### src/rtl/vga_timing_gen.sv
// 640x480@60 raster timing: pixel-enable divider, H/V counters, and a registered
// blanked-colour/sync output stage aligned one pixel behind X/Y.
module vga_timing_gen #(
  parameter int CLK_DIV  = 2,
  parameter int H_ACTIVE = 640,
  parameter int H_FP     = 16,
  parameter int H_SYNC   = 96,
  parameter int H_BP     = 48,
  parameter int V_ACTIVE = 480,
  parameter int V_FP     = 10,
  parameter int V_SYNC   = 2,
  parameter int V_BP     = 33
) (
  input  logic       CLK,
  input  logic       RESET_N,
  output logic [9:0] X,
  output logic [9:0] Y,
  output logic       VIDEO_ON,
  output logic       PIX_EN,
  output logic       FRAME_START,
  input  logic [3:0] R_IN,
  input  logic [3:0] G_IN,
  input  logic [3:0] B_IN,
  output logic [3:0] VGA_R,
  output logic [3:0] VGA_G,
  output logic [3:0] VGA_B,
  output logic       HSYNC,
  output logic       VSYNC
);

  localparam int H_TOTAL = H_ACTIVE + H_FP + H_SYNC + H_BP;
  localparam int V_TOTAL = V_ACTIVE + V_FP + V_SYNC + V_BP;
  localparam int DIV_W   = (CLK_DIV > 1) ? $clog2(CLK_DIV) : 1;

  localparam logic [DIV_W-1:0] DIV_LAST = DIV_W'(CLK_DIV - 1);
  localparam logic [9:0] H_LAST   = 10'(H_TOTAL - 1);
  localparam logic [9:0] V_LAST   = 10'(V_TOTAL - 1);
  localparam logic [9:0] H_ACT    = 10'(H_ACTIVE);
  localparam logic [9:0] V_ACT    = 10'(V_ACTIVE);
  localparam logic [9:0] HS_START = 10'(H_ACTIVE + H_FP);
  localparam logic [9:0] HS_END   = 10'(H_ACTIVE + H_FP + H_SYNC);
  localparam logic [9:0] VS_START = 10'(V_ACTIVE + V_FP);
  localparam logic [9:0] VS_END   = 10'(V_ACTIVE + V_FP + V_SYNC);

  logic [DIV_W-1:0] div_q, div_d;
  logic [9:0]       hcnt_q, hcnt_d;
  logic [9:0]       vcnt_q, vcnt_d;
  logic             hsync_q, hsync_d;
  logic             vsync_q, vsync_d;
  logic [3:0]       r_q, r_d;
  logic [3:0]       g_q, g_d;
  logic [3:0]       b_q, b_d;

  logic pix_en_s, h_last_s, v_last_s, video_on_s, hsync_act_s, vsync_act_s;

  // Decode of the current raster position; PIX_EN is held low while in reset
  // so that CLK_DIV=1 still reports an idle enable under reset.
  always_comb begin
    pix_en_s    = RESET_N & (div_q == DIV_LAST);
    h_last_s    = (hcnt_q == H_LAST);
    v_last_s    = (vcnt_q == V_LAST);
    video_on_s  = (hcnt_q < H_ACT) & (vcnt_q < V_ACT);
    hsync_act_s = (hcnt_q >= HS_START) & (hcnt_q < HS_END);
    vsync_act_s = (vcnt_q >= VS_START) & (vcnt_q < VS_END);
  end

  // Next-state for divider, counters and the one-pixel-delayed output stage.
  always_comb begin
    div_d   = div_q;
    hcnt_d  = hcnt_q;
    vcnt_d  = vcnt_q;
    hsync_d = hsync_q;
    vsync_d = vsync_q;
    r_d     = r_q;
    g_d     = g_q;
    b_d     = b_q;
    if (pix_en_s) begin
      div_d = {DIV_W{1'b0}};
      if (h_last_s) begin
        hcnt_d = 10'd0;
        if (v_last_s) begin
          vcnt_d = 10'd0;
        end else begin
          vcnt_d = vcnt_q + 10'd1;
        end
      end else begin
        hcnt_d = hcnt_q + 10'd1;
        vcnt_d = vcnt_q;
      end
      hsync_d = ~hsync_act_s;
      vsync_d = ~vsync_act_s;
      r_d     = video_on_s ? R_IN : 4'h0;
      g_d     = video_on_s ? G_IN : 4'h0;
      b_d     = video_on_s ? B_IN : 4'h0;
    end else begin
      div_d = div_q + DIV_W'(1);
    end
  end

  // State registers with asynchronous reset to the idle/blank raster origin.
  always_ff @(posedge CLK or negedge RESET_N) begin
    if (!RESET_N) begin
      div_q   <= {DIV_W{1'b0}};
      hcnt_q  <= 10'd0;
      vcnt_q  <= 10'd0;
      hsync_q <= 1'b1;
      vsync_q <= 1'b1;
      r_q     <= 4'h0;
      g_q     <= 4'h0;
      b_q     <= 4'h0;
    end else begin
      div_q   <= div_d;
      hcnt_q  <= hcnt_d;
      vcnt_q  <= vcnt_d;
      hsync_q <= hsync_d;
      vsync_q <= vsync_d;
      r_q     <= r_d;
      g_q     <= g_d;
      b_q     <= b_d;
    end
  end

  assign X           = hcnt_q;
  assign Y           = vcnt_q;
  assign VIDEO_ON    = video_on_s;
  assign PIX_EN      = pix_en_s;
  assign FRAME_START = pix_en_s & h_last_s & v_last_s;
  assign HSYNC       = hsync_q;
  assign VSYNC       = vsync_q;
  assign VGA_R       = r_q;
  assign VGA_G       = g_q;
  assign VGA_B       = b_q;

endmodule
### config.mk
export PLATFORM = sky130hd
export DESIGN_NAME = vga_timing_gen
export DESIGN_NICKNAME = d
export VERILOG_FILES = /design/src/rtl/vga_timing_gen.sv
export SDC_FILE = /design/constraint.sdc
export NUM_CORES = 1
export LEC_CHECK = 0
export ABC_AREA = 1
export BUFFER_PORTS_ARGS = -buffer_cell sky130_fd_sc_hd__buf_4
export CORE_ASPECT_RATIO = 0.6
export CORE_UTILIZATION = 52
export CTS_CLUSTER_DIAMETER = 120
export DETAILED_ROUTE_END_ITERATION = 12
export PLACE_DENSITY = 0.79
export SYNTH_ARGS = -nofsm -noshare
export SYNTH_HDL_FRONTEND = slang
export SYNTH_SLANG_ARGS = --single-unit
### constraint.sdc
create_clock -name CLK -period 2 [get_ports CLK]
set_input_delay 0.3 -clock CLK [delete_from_list [all_inputs] [get_ports CLK]]
set_output_delay 0.3 -clock CLK [all_outputs]
set_load 0.005 [all_outputs]
==> results.sh <==
export IMPL_yosys_top_cells_area="dfrtp_1 45%, nand2_1 14%, nand3_1 7.8%"
export IMPL_die_h_um=48.3
export IMPL_setup_viol=0
export IMPL_dp_hpwl_mm=3.27
export IMPL_die_width_um=79.1
export IMPL_switchingPower_w=0.000651
export IMPL_clockBufferDepth=2
export IMPL_arrival_ns=1.62
export IMPL_fin_nets=312
export IMPL_highest_layer="met4"
export IMPL_mostFrequentLayoutCells="69 x nand2_1, 57 x buf_4, 33 x dfrtp_1"
export IMPL_coreArea_sq_um=3320
export IMPL_required_ns=1.70
export IMPL_cts_sinks=35
export IMPL_drc_errors=0
export IMPL_finalHoldViolCount=0
export IMPL_antenna_cells=0
export IMPL_crit_type="reg2out"
export IMPL_port_buffers=50
export IMPL_stdcell_count=340
export IMPL_fp_row_count=16
export IMPL_yosysTopAreaCellShare=0.445
export IMPL_postCtsSetupRepairBufs=0
export IMPL_wire_per_inst_um=13.3
export IMPL_placed_area_sq_um=2300
export IMPL_ir_drop_uv=520
export IMPL_finClkSkew_ns=0.00926
export IMPL_yosysUniqueCellTypes=29
export IMPL_rr_endpoint="Y[4]"
export IMPL_tightest_slew_ns=0.440
export IMPL_r2r_start="X[0]"
export IMPL_dr_total_vias=1749
export IMPL_grt_overflow_total=0
export IMPL_grt_max_degree=36
export IMPL_mappedNetlistNets=255
export IMPL_start_util=0.558
export IMPL_numCtsBuffers=5
export IMPL_power_density_nw_per_um2=842
export IMPL_wl_met2_mm=1.95
export IMPL_cts_tree="built"
export IMPL_rsz0062_at_grt="no"
export IMPL_yosys_area_top_type="dfrtp_1"
export IMPL_boundaryPins=51
export IMPL_slew_violations=0
export IMPL_seq_power_share=0.444
export IMPL_cp_max_fo=5
export IMPL_fillers=283
export IMPL_clkPwrFrac=0.311
export IMPL_clk_latency_ns=0.29
export IMPL_dp_cells=332
export IMPL_grt_pass1_wl_mm=7.20
export IMPL_synth_area_sq_um=1860
export IMPL_design_area_sq_um=2430
export IMPL_met3_length_um=297
export IMPL_ys_ff_latch=35
export IMPL_first_iter_violations=120
export IMPL_clk_pin_slew_ns=0.08
export IMPL_outcome="completed"
export IMPL_cts_hold_fix_buffers=0
export IMPL_routabilityCongestion=0.900
export IMPL_netlist_instances=237
export IMPL_power_internal_w=0.00139
export IMPL_ys_warn_count=0
export IMPL_drtPass1Iterations=4
export IMPL_dieArea_sq_um=3820
export IMPL_max_freq_mhz=522
export IMPL_max_cap_violations=0
export IMPL_finalCritPeriodShare=0.959
export IMPL_crit_path_start_kind="flip-flop"
export IMPL_finalPower_w=0.00204
export IMPL_wl_met1_mm=2.23
export IMPL_drive_gt1_frac=0.292
export IMPL_grt_pass1_vias=1519
export IMPL_area_growth_syn_to_layout_pct=30.9
export IMPL_grt_antenna_before_repair=0
export IMPL_power_switching_share=0.319
export IMPL_syn_area_per_cell_sq_um=7.83
export IMPL_root_buffer="clkbuf_8"
export IMPL_antenna_left=0
export IMPL_fin_setup_tns_ns=0
export IMPL_wl_mm=4.52
export IMPL_holdWs_ns=0.0474
export IMPL_fin_crit_ns=1.92
export IMPL_leakagePower_nw=1.27
export IMPL_reg2regPathDepth=8
export IMPL_synth_seq_area_share=0.473
export IMPL_reg2reg_setup_slack_ns=0.34
export IMPL_final_common_cell="nand2_1"
export IMPL_track_usage=0.259
export IMPL_combPwrFrac=0.245
export IMPL_relSlewSlack=0.706
export IMPL_min_path_type="in2async"
export IMPL_cp_end_kind="primary output"
export IMPL_avgViaCountPerCell=5.14
export IMPL_cts_htree_levels=2
[cells by family (layout without fill, tap and decap cells)]
group	Yosys count	in the layout	synth area share
AND/OR/NAND/NOR	138	138	0.339
adder cells (fa/ha/maj)	4	4	0.0270
AO/OA/AOI/OAI	22	22	0.0674
flip-flops	35	35	0.473
buffers and inverters	35	93	0.0789
XOR/XNOR	3	3	0.0142
[worst max path at each step]
stage | end | cells past startpoint | from | slack (ns)
6_report | FRAME_START | 6 | X[0] | 0.08
5_1_grt | FRAME_START | 6 | X[0] | 0.02
4_1_cts | FRAME_START | 7 | Y[1] | 0.01
3_5_place_dp | VIDEO_ON | 4 | X[9] | 0.23
3_3_place_gp | VIDEO_ON | 4 | X[9] | 0.30
2_1_floorplan | Y[6] | 9 | X[0] | 0.54
[repair_timing]
item,in CTS,in global routing
endpoints found under the setup margin,1,2
pin swaps,0,1
hold endpoints to repair,0,0
gates resized for setup,1,5
[through the flow]
| step | setup WS (ns) | util |
|---|---|---|
| 2_1_floorplan | 0.540 | - |
| 3_3_place_gp | 0.298 | 0.692 |
| 3_5_place_dp | 0.235 | 0.692 |
| 4_1_cts | 0.0115 | 0.727 |
| 5_1_grt | 0.0220 | 0.731 |
| 6_report | 0.0825 | 0.731 |
[routing by layer]
layer / track usage / vias up
met2: 0.386 / 58
li1: - / 874
met5: 0 / -
met1: 0.378 / 808
met4: 0.0836 / 0
met3: 0.0636 / 9
[synth_stat cells (all sizes together)]
master / count
dfrtp: 33
nor3: 7
clkbuf: 4
inv: 28
xor2: 3
a31oi: 1
nor2: 22
a21oi: 4
buf: 3
o21bai: 1
or2: 1
dfstp: 2
nand3: 30
nand3b: 1
nand4: 6
o21ai: 16
nand2: 71
ha: 4
[flip-flops by register name, summed over array words and instances (netlist names)]
signal,flops
VGA_R,4
VGA_B,4
VSYNC,1
VGA_G,4
X,10
div_q,1
HSYNC,1
Y,10
[final cells by class]
class | instances | area (sq um) | area share
multi-input combinational | 167 | 846 | 0.348
tap | 45 | 56.3 | 0.0232
timing repair buffer | 57 | 428 | 0.176
sequential | 35 | 878 | 0.362
inverter | 28 | 108 | 0.0443
clock inverter | 3 | 43.8 | 0.0180
clock buffer | 5 | 68.8 | 0.0283
[power by group through the flow]
stage | clock [W] | sequential [W] | combinational (W)
2_1_floorplan | 0 | 0.000902 | 0.000254
3_3_place_gp | 0 | 0.000918 | 0.000483
3_5_place_dp | 0 | 0.000919 | 0.000499
4_1_cts | 0.000641 | 0.000906 | 0.000501
5_1_grt | 0.000671 | 0.000924 | 0.000569
6_report | 0.000635 | 0.000908 | 0.000502
[critical path: stages (launching register included)]
cell     delay, ns
dfrtp_1       0.44
ha_1          0.20
nand2_1       0.14
nor2_2        0.16
nand4_1       0.15
nor2_1        0.12
buf_4         0.12
No activity file was read; power rests on OpenSTA's default activity.
